## src/rtl/mult_pkg.sv

```systemverilog
// Shared constants and FSM state encoding for the shift-and-add multiplier.
package mult_pkg;
    localparam int WIDTH = 4;

    typedef enum logic [1:0] {
        ST_IDLE = 2'd0,
        ST_CALC = 2'd1,
        ST_DONE = 2'd2
    } state_t;
endpackage

```

## src/rtl/shift_add_multiplier_if.sv

```systemverilog
// Start/busy/done handshake and operand/result bus of the shift-and-add multiplier.
interface shift_add_multiplier_if;
    import mult_pkg::*;

    logic                 start;
    logic [WIDTH-1:0]     a;
    logic [WIDTH-1:0]     b;
    logic [2*WIDTH-1:0]   product;
    logic                 busy;
    logic                 done;

    modport master (output start, a, b, input product, busy, done);
    modport slave  (input start, a, b, output product, busy, done);
endinterface

```

## src/rtl/four_bit_adder.sv

```systemverilog
// Plain 4-bit ripple-carry adder; the multiplier's only arithmetic element.
module four_bit_adder (
    input  logic [3:0] A,
    input  logic [3:0] B,
    input  logic       Cin,
    output logic [3:0] S,
    output logic       Cout
);
    logic [4:0] w_c;

    assign w_c[0] = Cin;

    for (genvar i = 0; i < 4; i++) begin : g_bit
        assign S[i]     = A[i] ^ B[i] ^ w_c[i];
        assign w_c[i+1] = (A[i] & B[i]) | (w_c[i] & (A[i] ^ B[i]));
    end

    assign Cout = w_c[4];
endmodule

```

## src/rtl/shift_add_multiplier.sv

```systemverilog
// Sequential 4x4 unsigned multiplier: one add-and-shift per clock, 4 iterations,
// wrapped in a start/busy/done handshake.
module shift_add_multiplier
    import mult_pkg::*;
(
    input  logic                   clk,
    input  logic                   rst_n,
    shift_add_multiplier_if.slave  bus
);
    state_t               r_state;
    state_t               w_next_state;
    logic                 w_accept;

    logic [WIDTH-1:0]     r_mcand;
    logic [WIDTH-1:0]     r_acc;
    logic [WIDTH-1:0]     r_q;
    logic [1:0]           r_cnt;
    logic [2*WIDTH-1:0]   r_product;

    logic [WIDTH-1:0]     w_add_b;
    logic [WIDTH-1:0]     w_sum;
    logic                 w_cout;
    logic [WIDTH-1:0]     w_acc_sh;
    logic [WIDTH-1:0]     w_q_sh;

    assign w_add_b = r_q[0] ? r_mcand : '0;

    four_bit_adder u_adder (
        .A    (r_acc),
        .B    (w_add_b),
        .Cin  (1'b0),
        .S    (w_sum),
        .Cout (w_cout)
    );

    // {Cout,S,q} shifted right by one
    assign w_acc_sh = {w_cout, w_sum[WIDTH-1:1]};
    assign w_q_sh   = {w_sum[0], r_q[WIDTH-1:1]};

    always_ff @(posedge clk or negedge rst_n) begin
        if (!rst_n) r_state <= ST_IDLE;
        else        r_state <= w_next_state;
    end

    always_comb begin
        w_next_state = r_state;
        w_accept     = 1'b0;
        case (r_state)
            ST_IDLE: begin
                if (bus.start) begin
                    w_next_state = ST_CALC;
                    w_accept     = 1'b1;
                end
            end
            ST_CALC: begin
                if (r_cnt == 2'd3) w_next_state = ST_DONE;
            end
            ST_DONE: begin
                if (bus.start) begin
                    w_next_state = ST_CALC;
                    w_accept     = 1'b1;
                end else begin
                    w_next_state = ST_IDLE;
                end
            end
            default: w_next_state = ST_IDLE;
        endcase
    end

    always_ff @(posedge clk or negedge rst_n) begin
        if (!rst_n) begin
            r_mcand   <= '0;
            r_acc     <= '0;
            r_q       <= '0;
            r_cnt     <= '0;
            r_product <= '0;
        end else if (w_accept) begin
            r_mcand <= bus.a;
            r_q     <= bus.b;
            r_acc   <= '0;
            r_cnt   <= '0;
        end else if (r_state == ST_CALC) begin
            r_acc <= w_acc_sh;
            r_q   <= w_q_sh;
            r_cnt <= r_cnt + 2'd1;
            // Last iteration: publish the post-shift value so it is valid in DONE
            if (r_cnt == 2'd3) r_product <= {w_acc_sh, w_q_sh};
        end
    end

    assign bus.product = r_product;
    assign bus.busy    = (r_state == ST_CALC);
    assign bus.done    = (r_state == ST_DONE);
endmodule

```

## src/flat_wrapper.sv

```systemverilog
// flat-port wrapper written by rule: the top's interface ports become plain ports
module shift_add_multiplier_flat import mult_pkg::*;
  (clk, rst_n, bus_start, bus_a, bus_b, bus_product, bus_busy, bus_done);
  shift_add_multiplier_if bus_i ();
  input  logic clk;
  input  logic rst_n;
  input wire logic [$bits(bus_i.start)-1:0] bus_start;
  input wire logic [$bits(bus_i.a)-1:0] bus_a;
  input wire logic [$bits(bus_i.b)-1:0] bus_b;
  output wire logic [$bits(bus_i.product)-1:0] bus_product;
  output wire logic [$bits(bus_i.busy)-1:0] bus_busy;
  output wire logic [$bits(bus_i.done)-1:0] bus_done;
  assign bus_i.start = bus_start;
  assign bus_i.a = bus_a;
  assign bus_i.b = bus_b;
  assign bus_product = bus_i.product;
  assign bus_busy = bus_i.busy;
  assign bus_done = bus_i.done;
  shift_add_multiplier u_core (.clk(clk), .rst_n(rst_n), .bus(bus_i));
endmodule
```

## config.mk

```make
export PLATFORM = sky130hd
export DESIGN_NAME = shift_add_multiplier_flat
export DESIGN_NICKNAME = d
export VERILOG_FILES = /design/src/rtl/mult_pkg.sv /design/src/rtl/shift_add_multiplier_if.sv /design/src/rtl/four_bit_adder.sv /design/src/rtl/shift_add_multiplier.sv /design/src/flat_wrapper.sv
export SDC_FILE = /design/constraint.sdc
export NUM_CORES = 1
export LEC_CHECK = 0
export CORE_MARGIN = 4
export CORE_UTILIZATION = 50
export CTS_CLUSTER_SIZE = 25
export DETAILED_ROUTE_END_ITERATION = 8
export PLACE_DENSITY_LB_ADDON = 0.1
export SYNTH_ARGS = -nofsm -noshare
export SYNTH_HDL_FRONTEND = slang
export SYNTH_SLANG_ARGS = --single-unit
```

## constraint.sdc

```tcl
create_clock -name clk -period 2.8 [get_ports clk]
set_input_delay 0.56 -clock clk [delete_from_list [all_inputs] [get_ports clk]]
set_output_delay 0.56 -clock clk [all_outputs]
set_load 0.01 [all_outputs]
```

==> results of run 1 <==
-- cell usage after synthesis (all sizes together) --
cell type,n
a21o,1
a22o,4
a32o,2
and2,3
and2b,1
buf,4
dfrtp,24
fa,3
ha,2
inv,6
mux2,13
mux2i,14
nand2,1
nand2b,4
nand3b,1
nor2,1
nor2b,2
xnor2,1
-- logic make-up (layout without fill, tap and decap cells) --
group	after synthesis	count (layout)	synth area share [%]
and+or+nand+nor	13	13	6.610
muxes	27	27	25.92
DFF	24	24	50.37
adders and majority gates	5	5	7.135
buffers and inverters	10	31	3.987
xor gates and xnor gates	1	1	0.7347
AOI/OAI and AO/OA	7	7	5.247
-- power groups by stage --
stage	Sequential, W	Combinational (W)	Clock, W
final	0.000669	0.000711	0.000252
after global routing	0.000695	0.000787	0.000276
after CTS	0.000671	0.000726	0.000258
after detailed placement	0.000679	0.000721	0
after global placement	0.000667	0.000698	0
after floorplan	0.000632	0.000517	0
-- metal layers --
layer  part of all wire [%]  up-vias
met5                      0        -
met4                   0.66        0
met3                    3.8        2
met2                     48       14
met1                     48      364
li1                       -      344
-- worst paths after layout --
| path | start | to | slack [ns] | cells after the start |
|---|---|---|---|---|
| worst max-delay path | u_core.r_state[0] | bus_busy | 0.38 | 2 |
| worst min-delay path | u_core.r_mcand[0] | u_core.r_mcand[0] | 0.52 | 1 |
| worst max register to register | u_core.r_q[0] | u_core.r_acc[2] | 0.46 | 8 |
| worst min register to register | u_core.r_mcand[0] | u_core.r_mcand[0] | 0.52 | 1 |
| max in group asynchronous | rst_n | u_core.bus.product[4] | 1.98 | 2 |
| min in group asynchronous | rst_n | u_core.bus.product[5] | 0.58 | 2 |
-- worst max-delay path, delay by kind of cell (launching register included) --
family                 cells  cell delay [ns]
and+or+nand+nor            1             0.25
DFF                        1             0.72
buffers and inverters      1             0.57
-- sequential cells by signal (all words and copies together) (netlist names) --
signal	flops
u_core.r_q	4
u_core.r_cnt	2
u_core.r_mcand	4
u_core.bus.product	8
u_core.r_acc	4
u_core.r_state	2
-- stage by stage --
step                      cell area (sq um)  total power, W  hold slack [ns]  utilization [%]  setup WS [ns]
after floorplan                        1192        0.001150           0.2644                -         0.5937
after global placement                 1410        0.001365           0.4807            63.14         0.5547
after detailed placement               1410        0.001400           0.4959            63.14         0.4726
after CTS                              1463        0.001656           0.5269            65.49         0.3630
after global routing                   1463        0.001757           0.5461            65.49         0.2875
final                                  1463        0.001631           0.5234            65.49         0.3830
-- final cells by class --
class	count	area, sq um	share of cell area (%)
clock inverter	1	30.03	2.053
sequential	24	600.6	41.06
multi-input combinational	53	544.3	37.21
inverter	6	22.52	1.540
timing repair buffer	21	207.7	14.20
clock buffer	3	22.52	1.540
tap	28	35.03	2.395
==> qor.log, run 1 <==
qor: clock_network.ctsHtreeMaxLevel 1
qor: clock_network.ctsResizeCount 0
qor: final_layout.post_route_insts_no_fill 136
qor: yosys.yosysTopAreaCellShare 50.37%
qor: setup_path.data_required_critical_path 2.24 ns
qor: grt.global_route.usage.met2 23.76%
qor: floorplan.dieArea 0.003230 sq mm
qor: clock_network.post-cts-setup-buffer-count 0
qor: clock_network.clkLatencyLatePin 0.31 ns
qor: pwr.power.share.combinational 43.6%
qor: sta.slew_at_the_pin_closest_to_its_max_slew_limit 0.6384 ns
qor: pwr.ir_worst_vdd 0.7091 mV
qor: sta.skew 0.005684 ns
qor: sta.max-slew-margin-rel 57.31%
qor: floorplan.placeable_core_region 0.002233 sq mm
qor: grt.use_met1 19.51%
qor: pwr.power_density 1115 mW/mm^2
qor: grt.antenna_violations_before_repair 0
qor: sta.post-route-min-period 2.417 ns
qor: pwr.clockPowerShare 15.4%
qor: final_layout.n_fill_cell 181
qor: pwr.power.leakage 0.6909 nW
qor: setup_path.crit_type reg2out
qor: setup_path.crit_chain nor2b_1 > clkdlybuf4s50_1
qor: route.residual_antenna_violating_net_count_after_detailed_routing 0
qor: job.cap_violations 0
qor: min_path.holdCritPathClass reg2reg
qor: floorplan.die_height 56.84 um
qor: pwr.internal_power 0.001105 W
qor: placed_design.detailedPlacementHpwl 1.555 mm
qor: final_layout.antenna_cells_inserted 0
qor: route.dr_drc_count 0
qor: grt.gr-total-overflow 0
qor: final_layout.area.growth.synth_to_final 22.66%
qor: floorplan.rows 17
qor: setup_path.critPathMaxStageDelay 0.72 ns
qor: pwr.net-switching-power 0.0005265 W
qor: route.detail_route.first_pass.iterations 4
qor: floorplan.io_pins 21
qor: yosys.synth.area.top_cells dfrtp_1 50%, mux2i_1 12%, mux2_4 7.6%
qor: floorplan.die_w 56.84 um
qor: yosys.synth.ff_latch_count 24
qor: final_layout.nets 125
qor: setup_path.arrival 1.86 ns
qor: sta.setup-violations-final 0
qor: yosys.yosys_warnings 0
qor: placed_design.cell_total_after_placement 132
qor: placed_design.buffer_ports.inserted 20
qor: pwr.p_sw_share 32.28%
qor: yosys.mappedNetlistArea 0.001192 sq mm
qor: sta.post-route-period-util 86.32%
qor: final_layout.layout.cells.most_common dfrtp_1
qor: clock_network.number_of_buffers_inserted_by_hold_repair_at_cts 0
qor: setup_path.worstSetupEndpointType primary output
qor: route.drtIter0Drc 8
qor: sta.fin_setup_tns 0 ns
qor: floorplan.initial_utilization 53.39%
qor: route.wirelength 2.122 mm
qor: sta.unrepaired_setup_endpoints_after_global_routing no
qor: yosys.syn_inst 87
qor: clock_network.cts.sink_count 24
qor: status.outcome completed
qor: yosys.synth.distinct_cells 20
qor: yosys.synth.yosys.seq_area_share 50.37%
qor: yosys.yosys.area.top_type dfrtp_1
qor: route.avgViaCountPerCell 5.324
qor: yosys.synthesis.nets 103
qor: sta.maxClockFrequency 413.7 MHz
qor: setup_path.critical-path-slowest-cell dfrtp_1
qor: clock_network.tritoncts built
qor: grt.grt_pass1_wl 3.650 mm
qor: grt.top_usage_layer met2
qor: route.post_drt_wl_per_cell 15.60 um
qor: clock_network.cts-buffers-inserted 3
qor: grt.pin_count_of_the_biggest_net_entering_global_routing 25
qor: placed_design.gp_routability_congestion 0.6922
qor: setup_path.worstPathMaxFanout 15
qor: route.vias 724
qor: final_layout.top_library_cells_by_usage_in_the_layout_fill_and_taps_aside 24 x dfrtp_1, 20 x clkdlybuf4s50_1, 14 x mux2i_1
qor: pwr.sequentialPowerShare 41.0%
qor: setup_path.worstSetupStartpointType flop
qor: grt.groute.layer.met3.usage 2.299%
qor: sta.total_count_of_hold_check_failures_in_the_final_report 0
qor: clock_network.ctsLongestPathBuffers 2
qor: sta.final-max-slew-violation-count 0
qor: final_layout.fraction_of_layout_instances_using_a_drive_strength_above_1 16.67%
qor: clock_network.path_clk_slew 0.14 ns
qor: yosys.synthesized_area_per_cell 13.71 sq um
qor: grt.first_global_vias 760
qor: grt.global_route.usage.total 14.67%
qor: clock_network.ctsRootBufferMaster clkbuf_4
Note: power is estimated with default switching activity, not from simulation.
==> inputs of run 2 (changes only) <==
Settings changed: CTS_BUF_LIST set to sky130_fd_sc_hd__clkbuf_4.
==> results of run 2 <==
The final DEF is identical to that of run 1; final timing and power are the same.
==> inputs of run 3 (changes only) <==
Settings changed: SLEW_MARGIN set to 15.
==> results of run 3 <==
The final DEF is identical to that of run 1; final timing and power are the same.
